<file path="src/rtl/seq_detect_prog.sv">
// Run-time programmable serial bit-pattern detector with per-bit valid qualification,
// overlap/non-overlap restart and a saturating match counter.
module seq_detect_prog #(
  parameter int               PAT_W   = 8,
  parameter int               LEN_W   = 4,
  parameter int               CNT_W   = 16,
  parameter logic [PAT_W-1:0] PAT_RST = PAT_W'(8'b0000_1100),
  parameter int               LEN_RST = 6
) (
  input  logic             sysClk,
  input  logic             resetAH,
  input  logic             sigA,
  input  logic             sigValid,
  input  logic             overlapMode,
  input  logic             patLoad,
  input  logic [PAT_W-1:0] patIn,
  input  logic [LEN_W-1:0] patLenIn,
  input  logic             cntClr,
  output logic             outAH,
  output logic [CNT_W-1:0] matchCnt,
  output logic             cntSat
);

  localparam logic [LEN_W-1:0] LEN_MAX = LEN_W'(PAT_W);
  localparam logic [CNT_W-1:0] CNT_MAX = '1;

  logic [PAT_W-1:0] hist;
  logic [LEN_W-1:0] fill;
  logic             newBit;
  logic [PAT_W-1:0] pat;
  logic [LEN_W-1:0] len;

  logic [PAT_W-1:0] lenMask;
  logic             matchC;
  logic [LEN_W-1:0] fillNext;
  logic [LEN_W-1:0] lenLoad;
  logic [CNT_W-1:0] cntNext;

  // Only the low len bits of history and pattern take part in the compare.
  always_comb begin
    lenMask = '0;
    for (int i = 0; i < PAT_W; i++) begin
      lenMask[i] = (LEN_W'(i) < len);
    end
  end

  // newBit gates the compare so a stalled stream cannot re-fire on old history.
  assign matchC = newBit && (len != '0) && (fill >= len) &&
                  (((hist ^ pat) & lenMask) == '0);

  assign lenLoad = (patLenIn > LEN_MAX) ? LEN_MAX : patLenIn;

  always_comb begin
    fillNext = fill;
    if (patLoad) begin
      fillNext = '0;
    end else if (matchC && !overlapMode) begin
      fillNext = sigValid ? LEN_W'(1) : '0;
    end else if (sigValid) begin
      fillNext = (fill >= LEN_MAX) ? LEN_MAX : fill + LEN_W'(1);
    end
  end

  always_comb begin
    cntNext = matchCnt;
    if (matchC) begin
      if (cntClr) begin
        cntNext = CNT_W'(1);
      end else if (matchCnt != CNT_MAX) begin
        cntNext = matchCnt + CNT_W'(1);
      end
    end else if (cntClr) begin
      cntNext = '0;
    end
  end

  always_ff @(posedge sysClk) begin
    if (resetAH) begin
      hist     <= '0;
      fill     <= '0;
      newBit   <= 1'b0;
      pat      <= PAT_RST;
      len      <= LEN_W'(LEN_RST);
      outAH    <= 1'b0;
      matchCnt <= '0;
      cntSat   <= 1'b0;
    end else begin
      if (sigValid && !patLoad) begin
        hist <= {hist[PAT_W-2:0], sigA};
      end
      if (patLoad) begin
        pat <= patIn;
        len <= lenLoad;
      end
      fill     <= fillNext;
      newBit   <= sigValid;
      outAH    <= matchC;
      matchCnt <= cntNext;
      cntSat   <= (cntNext == CNT_MAX);
    end
  end

endmodule

</file>
<file path="config.mk">
export PLATFORM = sky130hd
export DESIGN_NAME = seq_detect_prog
export DESIGN_NICKNAME = d
export VERILOG_FILES = /design/src/rtl/seq_detect_prog.sv
export SDC_FILE = /design/constraint.sdc
export NUM_CORES = 1
export LEC_CHECK = 0
export ABC_AREA = 1
export CAP_MARGIN = 40
export CORE_AREA = 2 2 101 93
export DETAILED_ROUTE_END_ITERATION = 12
export DIE_AREA = 0 0 103 95
export PLACE_DENSITY = 0.57
export SYNTH_ARGS = -nofsm -noshare
export SYNTH_HDL_FRONTEND = slang
export SYNTH_SLANG_ARGS = --single-unit
</file>
<file path="constraint.sdc">
create_clock -name sysClk -period 2.5 [get_ports sysClk]
set_input_delay 0.5 -clock sysClk [delete_from_list [all_inputs] [get_ports sysClk]]
set_output_delay 0.5 -clock sysClk [all_outputs]
set_load 0.05 [all_outputs]
</file>
# Word level (Yosys, flattened, before mapping)
# Cells that the tools add are included.
# word_totals
reg_bits	43
output_inout_bits	18
# classes
bitwise	2
n_reduce_logical	11
mux	9
add_sub_neg	2
n_lt_le_gt_ge	11
eq_ne	2
# op_table
op	n
$mux W16	4
$add A16 B1 Y16 const B	1
$eq A16 B16 Y1 const B	1
$lt A3 B4 Y1 const A	4
$mux W4	4
$ne A16 B16 Y1 const B	1
$and A8 B8 Y8	1
$logic_not A8 Y1	1
$lt A1 B4 Y1 const A	2
$lt A2 B4 Y1 const A	2
$xor A8 B8 Y8	1
$logic_and A1 B1 Y1	5
$add A4 B1 Y4 const B	1
$ge A4 B4 Y1	1
$ge A4 B4 Y1 const B	1
$gt A4 B4 Y1 const B	1
$reduce_bool A4 Y1	1
$logic_not A1 Y1	2
$reduce_bool A2 Y1	1
$reduce_or A2 Y1	1
$mux W1	1

# Depth between registers and ports, before layout
# depth
word_depth	6
ltp_mapped	16

# Worst setup path after synthesis
# OpenSTA, ideal clock, no wires.
# synth_timing
path_kind	register to register
start	reg matchCnt[1]
end	reg cntSat
t_arrival_ns	2.023
stages_incl_launch_ff	16
setup_ns	0.064
path_slack_ns	0.413
period_less_slack_ns	2.087
path_cell_list	dfxtp_1 > ha_1 > nand3_1 > inv_2 > nand2_2 > nor2_2 > inv_2 > nor2_2 > nor2_1 > nand2_1 > nand2_1 > nand2_1 > nand2_1 > nor2_1 > nand3_1 > nor2_1
# synth_via
elab_chain_len	5
word_cells_on_any_way	7
# synth_lines
item	line_no	rtl
start: declaration	20	output logic [CNT_W-1:0] matchCnt,
start signal: assignment	98	matchCnt <= cntNext;
$add A16 B1 Y16 / $ne A16 B16 Y1 (equally long branches)	70, 69	
$mux W16	69	end else if (matchCnt != CNT_MAX) begin
$mux W16	67	if (cntClr) begin
$mux W16 *	66	if (matchC) begin
$eq A16 B16 Y1 *	99	cntSat <= (cntNext == CNT_MAX);
end signal: assignment	99	
end: declaration	21	output logic cntSat
# Mark *: on every way between the ends. The rest lies on a longest branch, timed or not.
# A chain may end at the register's enable or synchronous reset.

# Final worst setup path
# layout_timing
start	reg fill[0]
end	reg fill[0]
# layout_via
elab_chain_len	5
word_cells_on_any_way	10
# layout_lines
item	line_no	rtl
start: declaration	28	logic [LEN_W-1:0] fill;
start signal: assignment	95	fill <= fillNext;
parallel branches: the longest is 5 deep, another holds $add A4 B1 Y4	n/a	
# Parallel ways; which one is timed is not known. The select of a mux whose other input is x is not followed.

==> metrics <==
largest net degree at the start of global routing 21; worst min-delay path class flop to flop; Achievable Freq 452.2 MHz; Max Cap Viol 0; Routed Antenna Nets 0; min Tclk post-route about 2.2 ns; root buffer cell clkbuf_8; CP Cell Sequence inv_1, ha_1, o21ai_0, nand2_1, nand2_1, nand2_1, nand4_2, or2_1, o21ai_0, nand2_1, a21oi_1; vias per std cell 4.504; DRT Pass-1 Iters 4; clock buffer count from CTS 5; Yosys warning count 0; Post-Route WL 6347 um; GR Overflow Total 0; pre-CTS setup slack 0.2894 ns; Post-synth ARST share 0; Worst EP required 2.73 ns; Post-DP HPWL 4811 um; Area growth, synth to finish 23.58%; Worst Hold End hist[6]; Core ar. 8836 um^2; worst r2r src fill[0]; Antenna diodes 0; cts repair resizes 0; Post-route DRC 0; chip height 95 um; startpoint type of the worst setup path flop; top post-synthesis cells by area dfxtp_1 34%, nand2_1 15%, nor2_1 6.4%; clk buf depth 2; layout cells sized above 1 0.1178; initial detailed-routing violation count ~120; Critical Path Fanout Max 16; reg-to-reg endpoint fill[0]; skew final 0.005211 ns; maximum vdd drop 0.2487 mV; initial antenna violation count 0; commonest non-fill, non-tap cells in the layout 101 x nand2_1, 44 x nor2_1, 43 x dfxtp_1; final hold violation count 0; Leak Pwr 1.353 nW; Final Power around 1.4 mW; DIE AREA ~10000 um^2; Largest stage delay, worst path 0.42 ns; Mapped Area 2569 um^2; Worst Max-Slew Pin Slew 0.4986 ns; hold_buf cts 0; min-delay src hist[5]; commonest non-fill, non-tap cell in the layout nand2_1; Seq cells post-synth 43; area of the multi-input gates 1466 um^2; Initial Utilization 0.2907; clk_lat worst skew 0.30 ns; setup_tns 0 ns; Synth area leader dfxtp_1; FF+latch area about 860 um^2; critical path's slowest cell dfxtp_1; setup ws final 0.2887 ns; Finish-stage setup viols 0; syn_nets 400; routed len/inst 11.80 um; number of global-route vias before repair approximately 2,300; Hold Path Stages 2; ys flop type dfxtp_1; number of synthesized flops with an enable pin 0; RSZ-0062 raised after global routing false; CP endpoint kind flop; clock-pin slew on the worst setup and hold paths 0.09 ns; Max-slew headroom 0.6666; GRT Total Usage 0.1398; number of port buffers 36; final net count 441; status complete, no violations; Synth Instances 374; Final GP Congestion just over 0.8; CTS tree yes; share of the synthesized area in the top cell type 0.3351; R2R Setup Slk 0.29 ns; Filler Cells Inserted 1,005; fin crit share 0.8845; R2R depth 11; sequential fraction of the synthesis area 0.3351; post-synth cell types 41; io pins 37; Slew Limit Fails 0; via count 2,423; # clock sinks 43; wire length of the first global-routing pass 10,840 um; Post-CTS Setup Inserts 0; H-Tree Depth 2; Crit Path Class flop to flop; Arr. time, crit path 2.44 ns; Top cell by count, worst path nand2_1; Rows 33; syn avg cell area 6.868 um^2; die width 103 um; pwr dens 453.5 nW/um^2
[worst max-delay path: cells and delay by family (launching register included)]
family,cells,cell delay [ns]
AOI/OAI and AO/OA,3,0.28
adders and majority gates,1,0.27
buffers and inverters,1,0.08
DFF,1,0.42
and+or+nand+nor,6,1.09
[routing by layer]
| metal | part of all wire | track usage | vias up | wire length, um |
|---|---|---|---|---|
| li1 | - | - | 1284 | - |
| met1 | 0.50 | 0.1901 | 1085 | 3160 |
| met2 | 0.45 | 0.2305 | 48 | 2872 |
| met3 | 0.040 | 0.02591 | 6 | 255 |
| met4 | 0.0093 | 0.02961 | 0 | 59 |
| met5 | 0 | 0 | - | 0 |
[cell usage after synthesis (3+ instances only)]
master and count:
nand4_1 3, nor2_1 44, dfxtp_1 43, a22o_1 3, nor2_2 7, clkbuf_1 4
xor2_1 4, nand2_2 4, o21ai_0 16, inv_1 38, nand3_1 30, or2_1 4
inv_2 6, nand3_2 6, xnor2_1 3, ha_1 7, nand2_1 101, buf_6 3
a21oi_1 21
[registers in the layout, summed over array words and instances (netlist names)]
name	count
matchCnt	16
pat	8
len	4
fill	4
newBit	1
cntSat	1
hist	8
outAH	1
[stage by stage]
stage	hold slack [ns]	util	area [um^2]	cells
finish	0.4949	0.3592	3174	538
global route	0.5283	0.3592	3174	538
CTS	0.4975	0.3592	3174	538
detailed placement	0.4825	0.3461	3058	530
global placement	0.4779	0.3461	3058	530
floorplan	0.4536	-	2569	374
[worst max-delay path by stage]
stage,from,endpoint,slack (ns)
floorplan,matchCnt[1],cntSat,0.41
global placement,fill[0],fill[2],0.33
detailed placement,fill[0],fill[0],0.29
CTS,fill[0],fill[0],0.25
global route,fill[0],cntSat,0.05
finish,fill[0],fill[0],0.29
[where the power goes]
group / internal [mW] / switching [mW]
clock network: 0.303 / 0.261
registers: 0.706 / 0.0163
logic: 0.0682 / 0.0846
[kinds of logic (layout without fill, tap and decap cells)]
logic type,after synthesis,count (layout),synth area share
buffers and inverters,53,95,0.09401
XOR/XNOR,7,7,0.02387
AO/OA/AOI/OAI,53,53,0.1232
flip-flops,43,43,0.3351
AND/OR/NAND/NOR,211,211,0.3897
adder cells (fa/ha/maj),7,7,0.03409
[final cells by class]
class,count,share of cell area
clock buffer,5,0.02168
clock inverter,3,0.01498
inverter,44,0.05203
multi-input combinational,278,0.4620
sequential,43,0.2712
tap,122,0.04809
timing repair buffer,43,0.1301
Power figures use the tool's default switching activity.
